`config.mk`:
```
export PLATFORM = sky130hd
export DESIGN_NAME = std_cache_axi_txn_limiter
export DESIGN_NICKNAME = d
export VERILOG_FILES = /design/src/rtl/std_cache_pkg.sv /design/src/rtl/std_cache_txn_counter.sv /design/src/rtl/std_cache_axi_txn_limiter.sv
export SDC_FILE = /design/constraint.sdc
export NUM_CORES = 1
export LEC_CHECK = 0
export BUFFER_PORTS_ARGS = -buffer_cell sky130_fd_sc_hd__buf_2
export CAP_MARGIN = 20
export CORE_AREA = 5 5 250 252
export CTS_CLUSTER_DIAMETER = 150
export DETAILED_ROUTE_END_ITERATION = 7
export DIE_AREA = 0 0 255 257
export GPL_ROUTABILITY_DRIVEN = 0
export PLACE_DENSITY_LB_ADDON = 0.05
export SLEW_MARGIN = 20
export SYNTH_ARGS = -nofsm -noshare
export SYNTH_HDL_FRONTEND = slang
export SYNTH_HIERARCHICAL = 1
export SYNTH_SLANG_ARGS = --single-unit
```
`constraint.sdc`:
```
create_clock -name clk_i -period 5.8 [get_ports clk_i]
set_input_delay 0.29 -clock clk_i [delete_from_list [all_inputs] [get_ports clk_i]]
set_output_delay 0.29 -clock clk_i [all_outputs]
set_load 0.03 [all_outputs]
```
`src/rtl/std_cache_pkg.sv`:
```
//------------------------------------------------------------------------------
// Module : std_cache_pkg
// Brief  : Requester-class decode and AXI channel types shared by the cache.
// Rev    : 1.0 - initial release
//------------------------------------------------------------------------------
`default_nettype none

package std_cache_pkg;

  localparam int unsigned c_axi_id_width   = 4;
  localparam int unsigned c_axi_addr_width = 64;
  localparam int unsigned c_axi_data_width = 64;
  localparam int unsigned c_num_classes    = 3;

  typedef enum logic [1:0] {
    CLS_ICACHE  = 2'd0,
    CLS_BYPASS  = 2'd1,
    CLS_DCACHE  = 2'd2,
    CLS_UNKNOWN = 2'd3
  } req_class_e;

  localparam logic [3:0] c_id_icache     = 4'b0000;
  localparam logic [1:0] c_id_bypass_pfx = 2'b10;   // 4'b10xx
  localparam logic [3:0] c_id_dcache     = 4'b1100;

  typedef struct packed {
    logic [c_axi_id_width-1:0]   id;
    logic [c_axi_addr_width-1:0] addr;
    logic [7:0]                  len;
    logic [2:0]                  size;
    logic [1:0]                  burst;
  } std_axi_ax_t;

  typedef struct packed {
    logic [c_axi_data_width-1:0]   data;
    logic [c_axi_data_width/8-1:0] strb;
    logic                          last;
  } std_axi_w_t;

  typedef struct packed {
    logic [c_axi_id_width-1:0] id;
    logic [1:0]                resp;
  } std_axi_b_t;

  typedef struct packed {
    logic [c_axi_id_width-1:0]   id;
    logic [c_axi_data_width-1:0] data;
    logic [1:0]                  resp;
    logic                        last;
  } std_axi_r_t;

  typedef struct packed {
    std_axi_ax_t aw;
    logic        aw_valid;
    std_axi_w_t  w;
    logic        w_valid;
    logic        b_ready;
    std_axi_ax_t ar;
    logic        ar_valid;
    logic        r_ready;
  } std_axi_req_t;

  typedef struct packed {
    logic       aw_ready;
    logic       ar_ready;
    logic       w_ready;
    logic       b_valid;
    std_axi_b_t b;
    logic       r_valid;
    std_axi_r_t r;
  } std_axi_rsp_t;

  function automatic req_class_e decode_id(input logic [3:0] id);
    if (id == c_id_icache)                return CLS_ICACHE;
    else if (id[3:2] == c_id_bypass_pfx)  return CLS_BYPASS;
    else if (id == c_id_dcache)           return CLS_DCACHE;
    else                                  return CLS_UNKNOWN;
  endfunction

  // Unknown IDs map to no counter, so they are never throttled or counted.
  function automatic logic [c_num_classes-1:0] class_onehot(input req_class_e cls);
    case (cls)
      CLS_ICACHE: return 3'b001;
      CLS_BYPASS: return 3'b010;
      CLS_DCACHE: return 3'b100;
      default:    return 3'b000;
    endcase
  endfunction

endpackage

`default_nettype wire

```
`src/rtl/std_cache_txn_counter.sv`:
```
//------------------------------------------------------------------------------
// Module : std_cache_txn_counter
// Brief  : Outstanding-transaction counter with limit, zero and underflow flags.
// Rev    : 1.0 - initial release
//------------------------------------------------------------------------------
`default_nettype none

module std_cache_txn_counter #(
  parameter int unsigned WIDTH = 3
) (
  input  logic             clk_i,
  input  logic             rst_ni,
  input  logic             inc,
  input  logic             dec,
  input  logic [WIDTH-1:0] limit,
  output logic             at_limit,
  output logic             zero,
  output logic             underflow
);

  logic [WIDTH-1:0] r_count;
  logic             w_dec_eff;

  assign zero      = (r_count == '0);
  assign at_limit  = (r_count == limit);
  assign underflow = dec & zero;
  // A decrement at zero is dropped, so a simultaneous increment still counts.
  assign w_dec_eff = dec & ~zero;

  always_ff @(posedge clk_i) begin
    if (!rst_ni) begin
      r_count <= '0;
    end else if (inc && !w_dec_eff) begin
      r_count <= r_count + WIDTH'(1);
    end else if (w_dec_eff && !inc) begin
      r_count <= r_count - WIDTH'(1);
    end
  end

endmodule

`default_nettype wire

```
`src/rtl/std_cache_axi_txn_limiter.sv`:
```
//------------------------------------------------------------------------------
// Module : std_cache_axi_txn_limiter
// Brief  : Per-class AXI outstanding-transaction limiter with idle/error flags.
//          Optional watchdog enabled by defining STD_CACHE_AXI_WATCHDOG_EN.
// Rev    : 1.0 - initial release
//------------------------------------------------------------------------------
`default_nettype none

module std_cache_axi_txn_limiter
  import std_cache_pkg::*;
#(
  parameter int unsigned MaxOutstanding = 4,
  parameter int unsigned TimeoutCycles  = 1024,
  parameter int unsigned AxiIdWidth     = 4,
  parameter type         axi_req_t      = std_cache_pkg::std_axi_req_t,
  parameter type         axi_rsp_t      = std_cache_pkg::std_axi_rsp_t
) (
  input  logic     clk_i,
  input  logic     rst_ni,
  input  axi_req_t slv_req_i,
  output axi_rsp_t slv_resp_o,
  output axi_req_t mst_req_o,
  input  axi_rsp_t mst_resp_i,
  output logic     idle_o,
  output logic     err_o,
  output logic     timeout_o
);

  localparam int unsigned              c_cnt_width = $clog2(MaxOutstanding + 1);
  localparam logic [c_cnt_width-1:0]   c_limit     = c_cnt_width'(MaxOutstanding);

  req_class_e w_ar_cls, w_aw_cls, w_r_cls, w_b_cls;
  logic       w_ar_block, w_aw_block;
  logic       w_ar_hs, w_aw_hs, w_r_last_hs, w_b_hs;
  logic       w_err_set;
  logic       r_err;

  logic [c_num_classes-1:0] w_rd_inc, w_rd_dec, w_wr_inc, w_wr_dec;
  logic [c_num_classes-1:0] w_rd_at_limit, w_wr_at_limit;
  logic [c_num_classes-1:0] w_rd_zero, w_wr_zero;
  logic [c_num_classes-1:0] w_rd_uflow, w_wr_uflow;

  always_comb begin
    w_ar_cls = decode_id(slv_req_i.ar.id[3:0]);
    w_aw_cls = decode_id(slv_req_i.aw.id[3:0]);
    w_r_cls  = decode_id(mst_resp_i.r.id[3:0]);
    w_b_cls  = decode_id(mst_resp_i.b.id[3:0]);

    w_ar_block = |(class_onehot(w_ar_cls) & w_rd_at_limit);
    w_aw_block = |(class_onehot(w_aw_cls) & w_wr_at_limit);

    mst_req_o          = slv_req_i;
    mst_req_o.ar_valid = slv_req_i.ar_valid & ~w_ar_block;
    mst_req_o.aw_valid = slv_req_i.aw_valid & ~w_aw_block;

    slv_resp_o          = mst_resp_i;
    slv_resp_o.ar_ready = mst_resp_i.ar_ready & ~w_ar_block;
    slv_resp_o.aw_ready = mst_resp_i.aw_ready & ~w_aw_block;

    w_ar_hs     = mst_req_o.ar_valid & mst_resp_i.ar_ready;
    w_aw_hs     = mst_req_o.aw_valid & mst_resp_i.aw_ready;
    w_r_last_hs = mst_resp_i.r_valid & slv_req_i.r_ready & mst_resp_i.r.last;
    w_b_hs      = mst_resp_i.b_valid & slv_req_i.b_ready;

    w_rd_inc = w_ar_hs     ? class_onehot(w_ar_cls) : '0;
    w_rd_dec = w_r_last_hs ? class_onehot(w_r_cls)  : '0;
    w_wr_inc = w_aw_hs     ? class_onehot(w_aw_cls) : '0;
    w_wr_dec = w_b_hs      ? class_onehot(w_b_cls)  : '0;

    w_err_set = (w_r_last_hs && (w_r_cls == CLS_UNKNOWN))
              | (w_b_hs && (w_b_cls == CLS_UNKNOWN))
              | (|w_rd_uflow) | (|w_wr_uflow);
  end

  for (genvar c = 0; c < c_num_classes; c++) begin : g_cls
    std_cache_txn_counter #(
      .WIDTH (c_cnt_width)
    ) u_rd_cnt (
      .clk_i     (clk_i),
      .rst_ni    (rst_ni),
      .inc       (w_rd_inc[c]),
      .dec       (w_rd_dec[c]),
      .limit     (c_limit),
      .at_limit  (w_rd_at_limit[c]),
      .zero      (w_rd_zero[c]),
      .underflow (w_rd_uflow[c])
    );

    std_cache_txn_counter #(
      .WIDTH (c_cnt_width)
    ) u_wr_cnt (
      .clk_i     (clk_i),
      .rst_ni    (rst_ni),
      .inc       (w_wr_inc[c]),
      .dec       (w_wr_dec[c]),
      .limit     (c_limit),
      .at_limit  (w_wr_at_limit[c]),
      .zero      (w_wr_zero[c]),
      .underflow (w_wr_uflow[c])
    );
  end

  always_ff @(posedge clk_i) begin
    if (!rst_ni) begin
      r_err <= 1'b0;
    end else if (w_err_set) begin
      r_err <= 1'b1;
    end
  end

  // Derived only from counter flops, so it reflects the post-response state.
  assign idle_o = &{w_rd_zero, w_wr_zero};
  assign err_o  = r_err;

`ifdef STD_CACHE_AXI_WATCHDOG_EN
  logic [31:0] r_wdog_cnt;
  logic        r_timeout;
  logic        w_resp_hs;
  logic        w_unused_cfg;

  assign w_resp_hs    = (mst_resp_i.r_valid & slv_req_i.r_ready) | w_b_hs;
  assign w_unused_cfg = ^32'(AxiIdWidth);

  always_ff @(posedge clk_i) begin
    if (!rst_ni) begin
      r_wdog_cnt <= '0;
      r_timeout  <= 1'b0;
    end else begin
      if (idle_o || w_resp_hs) begin
        r_wdog_cnt <= '0;
      end else if (r_wdog_cnt != '1) begin
        r_wdog_cnt <= r_wdog_cnt + 32'd1;
      end
      if (!idle_o && !w_resp_hs && (r_wdog_cnt == 32'(TimeoutCycles - 1))) begin
        r_timeout <= 1'b1;
      end
    end
  end

  assign timeout_o = r_timeout;
`else
  logic w_unused_cfg;
  assign w_unused_cfg = ^{32'(TimeoutCycles), 32'(AxiIdWidth)};
  assign timeout_o    = 1'b0;
`endif

endmodule

`default_nettype wire

```
# Yosys cells after proc, flatten, opt, wreduce, memory -nomap -nowiden

Index checks and enable logic that the tools add are counted.

Flip-flop bits (word level): 19
Latch bits: 0
Bits in writable memories: 0
Memory bits (read-only): 0
Bits of input ports: 324
Output and inout bits: 325
Memories: 0

$add $sub $neg: 12
Multiply operators: 0
Div/mod/pow operators: 0
Order comparisons: 0
Equal/unequal tests: 24
Shift operators: 0
Multiplexer cells: 32
Bitwise logic cells: 34
Reductions and logical operators: 51

Operator list:

| kind                | number |
|---|---|
| $mux 3              | 16 |
| $pmux 3 s3          | 4 |
| $and 1x1->1         | 21 |
| $eq 2x2->1 const B  | 10 |
| $add 3x1->3 const B | 6 |
| $eq 3x3->1 const B  | 6 |
| $logic_not 3->1     | 6 |
| $sub 3x1->3 const B | 6 |
| $eq 4x4->1 const B  | 4 |
| $logic_not 4->1     | 4 |
| $mux 2              | 8 |
| $logic_and 1x1->1   | 14 |
| $logic_not 1->1     | 12 |
| $reduce_bool 2->1   | 6 |
| $reduce_or 3->1     | 4 |
| $eq 2x1->1 const B  | 4 |
| $logic_not 2->1     | 4 |
| $not 1->1           | 8 |
| $and 3x3->3         | 2 |
| $reduce_and 6->1    | 1 |
| $mux 1              | 4 |
| $or 1x1->1          | 3 |

# Longest topological paths before layout

Gate-level depths: netlist of run 1.

Word-level depth: 16
Mapped depth: 10
Gate-level depth less buffers: 10

# Modules after synthesis

Netlist of run 1, hierarchy kept.

Modules (own cells, without submodules):

| module                    | instances | cells each | area each (µm²) | seq. area each (µm²) |
|---|---|---|---|---|
| std_cache_axi_txn_limiter | 1         | 371        | 2,730.1         | 20.0 |
| std_cache_txn_counter     | 6         | 21         | 203.9           | 60.1 |

# Least setup slack after synthesis of run 1

OpenSTA, ideal clock, no wires.

Path kind: register to register
Start point: register g_cls[1].u_rd_cnt.r_count[0]
End point: register g_cls[1].u_rd_cnt.r_count[2]
Setup time: 70 ps
Arrival: 2,094 ps
Path slack: 3,636 ps
Stages on the path, launching flop included: 10
Period minus slack after synthesis: 2,164 ps
Path through: dfxtp_1 > xor2_1 > nor3_1 > nor4b_1 > ha_1 > inv_1 > fa_1 > xor2_1 > or3_1 > a21boi_1

Cells in the longest elaborated chain, start to end: 10
Elaborated cells on any way between the ends: 19
Those cells by class: 2 x add/sub; 1 x eq/ne; 3 x mux; 6 x bitwise; 7 x reduce/logical

Ends and longest elaborated chain:

| element                     | RTL line                        | text |
|---|---|---|
| from (decl)                 | std_cache_txn_counter.sv:21     | `logic [WIDTH-1:0] r_count;` |
| from (signal assigned)      | std_cache_txn_counter.sv:34     | `r_count <= r_count + WIDTH'(1);` |
| from (signal assigned)      | std_cache_txn_counter.sv:36     | `r_count <= r_count - WIDTH'(1);` |
| $eq 3x3->1 (*)              | std_cache_txn_counter.sv:25     | `assign at_limit = (r_count == limit);` |
| named net w_rd_at_limit[1]  | std_cache_axi_txn_limiter.sv:39 | `logic [c_num_classes-1:0] w_rd_at_limit, w_wr_at_limit;` |
| $and 3x3->3 (*)             | std_cache_axi_txn_limiter.sv:49 | `w_ar_block = \|(class_onehot(w_ar_cls) & w_rd_at_limit);` |
| $reduce_or 3->1 (*)         | std_cache_axi_txn_limiter.sv:49 |  |
| $not 1->1 (*)               | std_cache_axi_txn_limiter.sv:53 | `mst_req_o.ar_valid = slv_req_i.ar_valid & ~w_ar_block;` |
| $and 1x1->1 (*)             | std_cache_axi_txn_limiter.sv:53 |  |
| $and 1x1->1 (*)             | std_cache_axi_txn_limiter.sv:60 | `w_ar_hs = mst_req_o.ar_valid & mst_resp_i.ar_ready;` |
| $mux 3 (*)                  | std_cache_axi_txn_limiter.sv:65 | `w_rd_inc = w_ar_hs ? class_onehot(w_ar_cls) : '0;` |
| named net w_rd_inc[1]       | std_cache_axi_txn_limiter.sv:38 | `logic [c_num_classes-1:0] w_rd_inc, w_rd_dec, w_wr_inc, w_wr_dec;` |
| $logic_not 1->1             | std_cache_txn_counter.sv:35     | `end else if (w_dec_eff && !inc) begin` |
| $logic_and 1x1->1           | std_cache_txn_counter.sv:35     |  |
| $reduce_bool 2->1 (no line) | --                              |  |

The timed path passes the listed nets; every way through them passes the cells marked *. The select of a mux whose other input is x is not followed.
A chain may end at the register's enable or synchronous reset.

# Worst setup path after layout of run 1

Start point: register g_cls[2].u_rd_cnt.r_count[0]
End point: register g_cls[2].u_rd_cnt.r_count[2]

Cells in the longest elaborated chain, start to end: 10
Elaborated cells on any way between the ends: 19
Those cells by class: 2 x add/sub; 1 x eq/ne; 3 x mux; 6 x bitwise; 7 x reduce/logical

Ends and longest elaborated chain:

| element                     | RTL line |
|---|---|
| from (decl)                 | std_cache_txn_counter.sv:21 |
| from (signal assigned)      | std_cache_txn_counter.sv:34 |
| from (signal assigned)      | std_cache_txn_counter.sv:36 |
| $eq 3x3->1 (*)              | std_cache_txn_counter.sv:25 |
| named net w_rd_at_limit[2]  | std_cache_axi_txn_limiter.sv:39 |
| $and 3x3->3 (*)             | std_cache_axi_txn_limiter.sv:49 |
| $reduce_or 3->1 (*)         | std_cache_axi_txn_limiter.sv:49 |
| $not 1->1 (*)               | std_cache_axi_txn_limiter.sv:53 |
| $and 1x1->1 (*)             | std_cache_axi_txn_limiter.sv:53 |
| $and 1x1->1 (*)             | std_cache_axi_txn_limiter.sv:60 |
| $mux 3 (*)                  | std_cache_axi_txn_limiter.sv:65 |
| named net w_rd_inc[2]       | std_cache_axi_txn_limiter.sv:38 |
| $logic_not 1->1             | std_cache_txn_counter.sv:35 |
| $logic_and 1x1->1           | std_cache_txn_counter.sv:35 |
| $reduce_bool 2->1 (no line) | -- |

Marked as above.

==> summary.md, run 1 <==
| Metric | Value |
|---|---|
| Register area share after synthesis | 0.0962 |
| DR WL/cell | a little over 10 um |
| Layout cell share with drive strength beyond 1 | 0.238 |
| Final Hold Fails | 0 |
| Ys Warns | 6 |
| Die ar. | roughly 66000 um^2 |
| Die W | between 200 and 300 um |
| Leak pwr | 0.972 nW |
| Initial core utilization | 0.0660 |
| Standard-cell rows | 90 |
| Reg power frac | 0.342 |
| Placeable Area | around 60000 um^2 |
| Fin crit period | between 2 and 3 ns |
| DRT Pass-1 Iters | 3 |
| Peak per-stage delay on the critical path | about 0.49 ns |
| Nets | around 600 |
| RSZ-0062 raised after global routing | false |
| Worst path bufs/invs | 1 |
| Worst path cell trace | xor2_1 -> nor3_1 -> nor3_1 -> ha_1 -> inv_1 -> fa_1 -> xor2_1 -> or3_1 -> a21boi_1 |
| Drt total wl | between 10 and 15 mm |
| Number of diodes | 0 |
| Synth Cell Area | ~4000 um^2 |
| H-tree Lvls | 1 |
| Vias in the first global route | just over 2000 |
| Pins Over Slew Limit | 0 |
| Critical path's top delay family | simple AND/OR/NAND/NOR gates |
| Hpwl dp | 9.14 mm |
| Vias per cell | between 1.5 and 2 |
| P&R area growth vs syn | -25.5% |
| Clock Power Share | 0.400 |
| Worst vdd ir | ~0.000082 V |
| Port bufs | 53 |
| Slowest-stage cell, CP | nor3_1 |
| Max Cap Viol | 0 |
| Number of synthesized flops with an enable pin | 0 |
| Clk slew on worst S/H paths | 0.07 ns |
| Max clock buf depth | 2 |
| Maximum clock rate | between 300 and 400 MHz |
| Crit Path Max Fanout | 4 |
| Setup_tns | 0 ns |
| Outcome | completed |
| Final setup violating endpoints | 0 |
| Total CTS buffers | 3 |
| Sw Share | 0.356 |
| Total GRT Usage | 0.0306 |
| Gr ovfl total | 0 |
| Comb power frac | 0.258 |
| Fin Clk Skew | between 0.006 and 0.007 ns |
| Final antenna-violating net count | 0 |
| Actual slew at the worst max-slew pin | approximately 0.7 ns |
| Hold WC Path Type | in -> reg |
| Final Power | around 410 uW |
| Die height | roughly 260 um |
| Fill count | slightly above 7000 |
| CTS tree | done |
| Util after Layout | 0.0492 |
| Gates resized, CTS repair | 0 |
| Initial antenna violation count | 2 |
| Fin crit share | 0.444 |
| CTS Hold Bufs | 0 |
| Required time of the critical path | around 6 ns |
| Rel. slew slack | 0.529 |
| 1st-iter DRT viols | 42 |
| Ys async rst share | 0 |
| Largest net degree at the start of global routing | 22 |
| Number of vias in the routed layout | roughly 1900 |
| Syn avg cell area | 7.96 um^2 |
| Crit path capture type | flip-flop |
| Root Buffer | clkbuf_16 |
| WP data arrival | ~2.8 ns |
| Pint | 264 uW |
| Startpoint type of the worst setup path | flip-flop |
| Yosys reg bits | 19 |
| Hold slack | 0.374 ns |
| Top Ports | about 650 |
| Syn Inst Count | 497 |
| Pwr/cell area | roughly 140 nW/um^2 |
| Synth unique cells | 32 |
| Worst-skew pair later-pin latency | 0.27 ns |
| First-pass GRT wire length | 14.4 mm |
| Switch Pwr | 146 uW |
| Post-CTS setup buffers | 0 |
| Worst setup path class | reg -> reg |
| # DRC | 0 |
| CTS Sinks | 19 |
| Synth Flop Type | dfxtp_1 |
[worst register-to-register path: cells and delay by family (launching register included)]
family | cells | cell delay (ns)
simple gates | 3 | 0.90
fa+ha+maj | 2 | 0.65
flops | 1 | 0.45
xor+xnor | 2 | 0.32
compound gates | 1 | 0.14
buf+inv | 1 | 0.06
[final timing paths]
kind | end | slack, ns | cells after the start | startpoint
worst max-delay path | g_cls[2].u_rd_cnt/r_count[2]$_SDFFE_PN0P_ | 3.22 | 9 | g_cls[2].u_rd_cnt/r_count[0]$_SDFFE_PN0P_
worst min-delay path | err_o$_SDFFE_PN0P_ | 0.37 | 3 | mst_resp_i[78]
worst max register to register | g_cls[2].u_rd_cnt/r_count[2]$_SDFFE_PN0P_ | 3.22 | 9 | g_cls[2].u_rd_cnt/r_count[0]$_SDFFE_PN0P_
worst min register to register | g_cls[0].u_rd_cnt/r_count[2]$_SDFFE_PN0P_ | 0.52 | 2 | g_cls[0].u_rd_cnt/r_count[2]$_SDFFE_PN0P_
[synth_stat cells, types with 3 or more instances]
library cell | n | share of area
a21boi_1 | 6 | 0.011
and2_1 | 12 | 0.019
buf_4 | 319 | 0.61
dfxtp_1 | 19 | 0.096
fa_1 | 6 | 0.030
ha_1 | 6 | 0.019
inv_1 | 8 | 0.0076
mux2i_1 | 6 | 0.015
nand2_1 | 8 | 0.0076
nand2b_1 | 7 | 0.011
nand3_1 | 3 | 0.0038
nor2_1 | 4 | 0.0038
nor2b_1 | 7 | 0.011
nor3_1 | 16 | 0.020
nor3b_1 | 4 | 0.0076
nor4_1 | 3 | 0.0047
nor4b_1 | 5 | 0.011
o21ai_0 | 6 | 0.0076
or3_1 | 8 | 0.013
xnor2_1 | 6 | 0.013
xor2_1 | 24 | 0.053
[power groups by stage]
stage	clock (mW)	sequential [mW]	combinational, mW
3_5_place_dp	0	0.144	0.109
2_1_floorplan	0	0.143	0.456
3_3_place_gp	0	0.144	0.111
4_1_cts	0.186	0.141	0.110
5_1_grt	0.189	0.142	0.119
6_report	0.164	0.140	0.106
[cells by family (layout without fill, tap and decap cells)]
family	Yosys count	in the layout	share of synthesized area
adder cells (fa/ha/maj)	13	13	0.0519
multiplexers	6	6	0.0152
AND/OR/NAND/NOR	83	83	0.125
buffers and inverters	327	65	0.613
AO/OA/AOI/OAI	17	17	0.0297
flip-flops	19	19	0.0962
XOR/XNOR	30	30	0.0665
other	2	19	0.00190
[metal layers]
layer,up-vias,GRT usage,wire [um]
met4,0,0.0141,476
met2,224,0.0416,4520
met3,80,0.0284,1930
li1,751,-,-
met1,809,0.0320,3810
met5,-,0,0
[sequential cells by signal, summed over array words and instances, names as in the netlist]
register and count:
err_o 1, g_cls.u_wr_cnt/r_count 9, g_cls.u_rd_cnt/r_count 9
[final cells by class]
type	count	area (um^2)	area share
multi-input cells	168	1210	0.411
well taps	782	978	0.332
flip-flops and latches	19	380	0.129
repair buffers	53	265	0.0900
clock buffers	3	75.1	0.0255
inverters	8	30.0	0.0102
clock inverters	1	5.00	0.00170
[cells in the final DEF (no fill, tap or decap), types with 7 or more instances in the layout]
cell      count
and2_1       12
buf_2        53
conb_1       19
dfxtp_1      19
inv_1         8
nand2_1       8
nand2b_1      7
nor2b_1       7
nor3_1       16
or3_1         8
xor2_1       24
[stage by stage]
stage          cell area, um^2  setup WS (ns)  cells
5_1_grt                   2950           2.98   1034
6_report                  2950           3.22   1034
3_5_place_dp              2870           3.16   1030
4_1_cts                   2950           3.17   1034
2_1_floorplan             4020           3.64    514
3_3_place_gp              2870           3.19   1030
Power figures use the tool's default switching activity.
==> inputs of run 2 (changes only) <==
--- a/config.mk
+++ b/config.mk
@@ -5,12 +5,13 @@
 export SDC_FILE = /design/constraint.sdc
 export NUM_CORES = 1
 export LEC_CHECK = 0
+export ABC_AREA = 1
 export BUFFER_PORTS_ARGS = -buffer_cell sky130_fd_sc_hd__buf_2
 export CAP_MARGIN = 20
-export CORE_AREA = 5 5 250 252
+export CORE_AREA = 5 5 253 255
 export CTS_CLUSTER_DIAMETER = 150
 export DETAILED_ROUTE_END_ITERATION = 7
-export DIE_AREA = 0 0 255 257
+export DIE_AREA = 0 0 258 260
 export GPL_ROUTABILITY_DRIVEN = 0
 export PLACE_DENSITY_LB_ADDON = 0.05
 export SLEW_MARGIN = 20
==> constraint.sdc (replaced) <==
create_clock -name clk_i -period 2.5 [get_ports clk_i]
set_input_delay 0.125 -clock clk_i [delete_from_list [all_inputs] [get_ports clk_i]]
set_output_delay 0.125 -clock clk_i [all_outputs]
set_load 0.03 [all_outputs]
==> run 2 against run 1 <==
  * Critical path depth increased by 7
  * Largest cell class unchanged
  * Clock power increased by 140%
  * Maximum frequency increased by 13%
  * Wire length increased by 23%
  * Clock-buffer cell count unchanged
==> summary.md, run 2 <==
| Metric | Value |
|---|---|
| FF-to-FF path depth | 16 |
| Worst path cell trace | xor2_1 -> nor3_2 -> nand3_1 -> nand2_2 -> nor2_4 -> nand3_4 -> nor2_2 -> ha_1 -> inv_2 -> fa_1 -> inv_1 -> nand2_1 -> nand3_1 -> nand2_1 -> inv_1 -> nor2_1 |
| Comb power frac | 0.282 |
| Layout cell share with drive strength beyond 1 | 0.292 |
| CTS Hold Bufs | 0 |
| CTS Sinks | 19 |
| First-pass GRT wire length | 18.2 mm |
| R2R Path Start | g_cls[1].u_rd_cnt/r_count[2]$_SDFFE_PN0P_ |
| Initial antenna violation count | 2 |
| Worst path bufs/invs | 3 |
| Hold slack | approximately 0.25 ns |
| Nets | between 700 and 800 |
| P&R area growth vs syn | -20.7% |
| Fin crit share | 0.914 |
| Crit path capture type | flip-flop |
| Maximum clock rate | approximately 440 MHz |
| Placeable Area | about 61000 um^2 |
| Fin cells | ~1200 |
| Port bufs | 53 |
| Reg power frac | 0.323 |
| Synth unique cells | 19 |
| Fin Clk Skew | roughly 0.0014 ns |
| Max Cap Viol | 0 |
| Area leader, netlist | buf_4 |
| Final Hold Fails | 0 |
| Final worst setup slack | around 0.22 ns |
| Worst setup path class | reg -> reg |
| Worst vdd ir | around 0.00019 V |
| Register area share after synthesis | 0.0915 |
| Outcome | completed |
| Most frequent cells in the layout | inv_1, nor2_1, buf_2 |
| H-tree Lvls | 1 |
| Ys Warns | 6 |
| Most common cell after layout, fill and taps aside | inv_1 |
| Required time of the critical path | 2.68 ns |
| Actual slew at the worst max-slew pin | roughly 0.55 ns |
| Clk slew on worst S/H paths | 0.07 ns |
| Pins Over Slew Limit | 0 |
| Drt total wl | about 13 mm |
| Placed cells | roughly 1200 |
| Critical path's top delay family | simple AND/OR/NAND/NOR gates |
| DRT Pass-1 Iters | 4 |
| 1st-iter DRT viols | 66 |
| Crit Path Max Fanout | 4 |
| Sw Share | 0.383 |
| RSZ-0062 raised after global routing | true |
| Pwr/cell area | roughly 300 nW/um^2 |
| Gr ovfl total | 0 |
| Syn avg cell area | a little under 7 um^2 |
| Vias per cell | about 2.0 |
| Rel. slew slack | 0.634 |
| Setup_tns | 0 ns |
| Number of synthesized flops with an enable pin | 0 |
| Ys async rst share | 0 |
| Most frequent cell after synthesis | buf_4 |
| Clock Power Share | 0.396 |
| # DRC | 0 |
| Slowest-stage cell, CP | fa_1 |
| Leak pwr | approximately 1.2 nW |
| Fin area | between 3000 and 4000 um^2 |
| Final Power | ~1 mW |
| Crit path depth | 16 |
| Worst Setup SP | g_cls[1].u_rd_cnt/r_count[2]$_SDFFE_PN0P_ |
| Final antenna-violating net count | 0 |
| DR WL/cell | ~11 um |
| Reg2Reg Setup Slack | between 0.2 and 0.25 ns |
| Number of vias in the routed layout | 2304 |
| Syn Inst Count | between 600 and 700 |
| Final setup violating endpoints | 0 |
| Synth Cell Area | a little over 4000 um^2 |
| Post-CTS setup buffers | 0 |
| Total GRT Usage | 0.0381 |
| Vias in the first global route | ~2600 |
| Die W | approximately 260 um |
| Die ar. | approximately 67000 um^2 |
| Commonest cells in the netlist | buf_4, inv_1, nor2_1, nand2_1, dfxtp_1 |
| Hold WC Path Type | in -> out |
| Synth Flop Type | dfxtp_1 |
| Peak per-stage delay on the critical path | just under 0.4 ns |
| Synth top area cells | buf_4, dfxtp_1, inv_1 |
| Total CTS buffers | 3 |
| Pre-CTS WS | -0.00628 ns |
| Worst Setup EP | g_cls[1].u_rd_cnt/r_count[2]$_SDFFE_PN0P_ |
| Die height | 260 um |
| Largest net degree at the start of global routing | 20 |
| Max clock buf depth | 2 |
| Standard-cell rows | 91 |
| WP data arrival | approximately 2.5 ns |
| Fin crit period | around 2.3 ns |
| Area after DPL | between 3000 and 4000 um^2 |
| Fill count | 7201 |
| Root Buffer | clkbuf_16 |
| Util after Layout | 0.0537 |
| Switch Pwr | 385 uW |
| Worst-skew pair later-pin latency | 0.28 ns |
| Reg2reg end | g_cls[1].u_rd_cnt/r_count[2]$_SDFFE_PN0P_ |
| CTS tree | done |
| Synth top area share | 0.576 |
| Top Ports | roughly 650 |
| Pint | 620 uW |
| Initial core utilization | 0.0677 |
| Hpwl dp | 11.3 mm |
| Startpoint type of the worst setup path | flip-flop |
| Yosys reg bits | 19 |
[run 2: kinds of logic (layout without fill, tap and decap cells)]
logic type               after synthesis  in the layout  synth area share
AO/OA/AOI/OAI                         19             19            0.0229
buffers and inverters                385            130             0.636
XOR/XNOR                              18             18            0.0379
flip-flops                            19             19            0.0915
AND/OR/NAND/NOR                      149            149             0.163
other                                  2             20           0.00181
adder cells (fa/ha/maj)               12             12            0.0470
[run 2: how the worst min path moves through the flow]
stage,from,end,cells past startpoint
6_report,slv_req_i[10],mst_req_o[10],0
5_1_grt,slv_req_i[30],mst_req_o[30],0
2_1_floorplan,rst_ni,err_o$_SDFFE_PN0P_,2
3_3_place_gp,slv_req_i[100],mst_req_o[100],0
3_5_place_dp,slv_req_i[100],mst_req_o[100],0
4_1_cts,slv_req_i[100],mst_req_o[100],0
[run 2: routing by layer]
| layer | wire (um) | up-vias | global-route usage | share of wire |
|---|---|---|---|---|
| li1 | - | 998 | - | - |
| met1 | 4360 | 937 | 0.0353 | 0.33 |
| met2 | 5140 | 279 | 0.0491 | 0.39 |
| met3 | 2870 | 88 | 0.0426 | 0.22 |
| met4 | 870 | 2 | 0.0240 | 0.066 |
| met5 | 13 | - | 0 | 0.00098 |
[run 2: layout make-up]
type / instances / area [um^2] / area share
timing repair buffer: 60 / 318 / 0.0965
clock buffer: 3 / 75.1 / 0.0228
antenna: 1 / 2.50 / 0.000760
inverter: 66 / 248 / 0.0752
multi-input combinational: 217 / 1270 / 0.384
clock inverter: 1 / 5.00 / 0.00152
sequential: 19 / 390 / 0.119
tap: 790 / 988 / 0.300
[run 2: power groups by stage]
| stage | Clock (mW) | Combinational [mW] | Sequential (mW) |
|---|---|---|---|
| floorplan | 0 | 1.08 | 0.331 |
| global placement | 0 | 0.290 | 0.332 |
| detailed placement | 0 | 0.286 | 0.332 |
| CTS | 0.438 | 0.287 | 0.325 |
| global route | 0.447 | 0.322 | 0.327 |
| finish | 0.397 | 0.283 | 0.324 |
[run 2: timing repair]
item / 4_1_cts / 5_1_grt
endpoints found under the setup margin: 1 / 10
gates resized for setup: 1 / 23
gates cloned: 0 / 0
pin swaps: 0 / 3
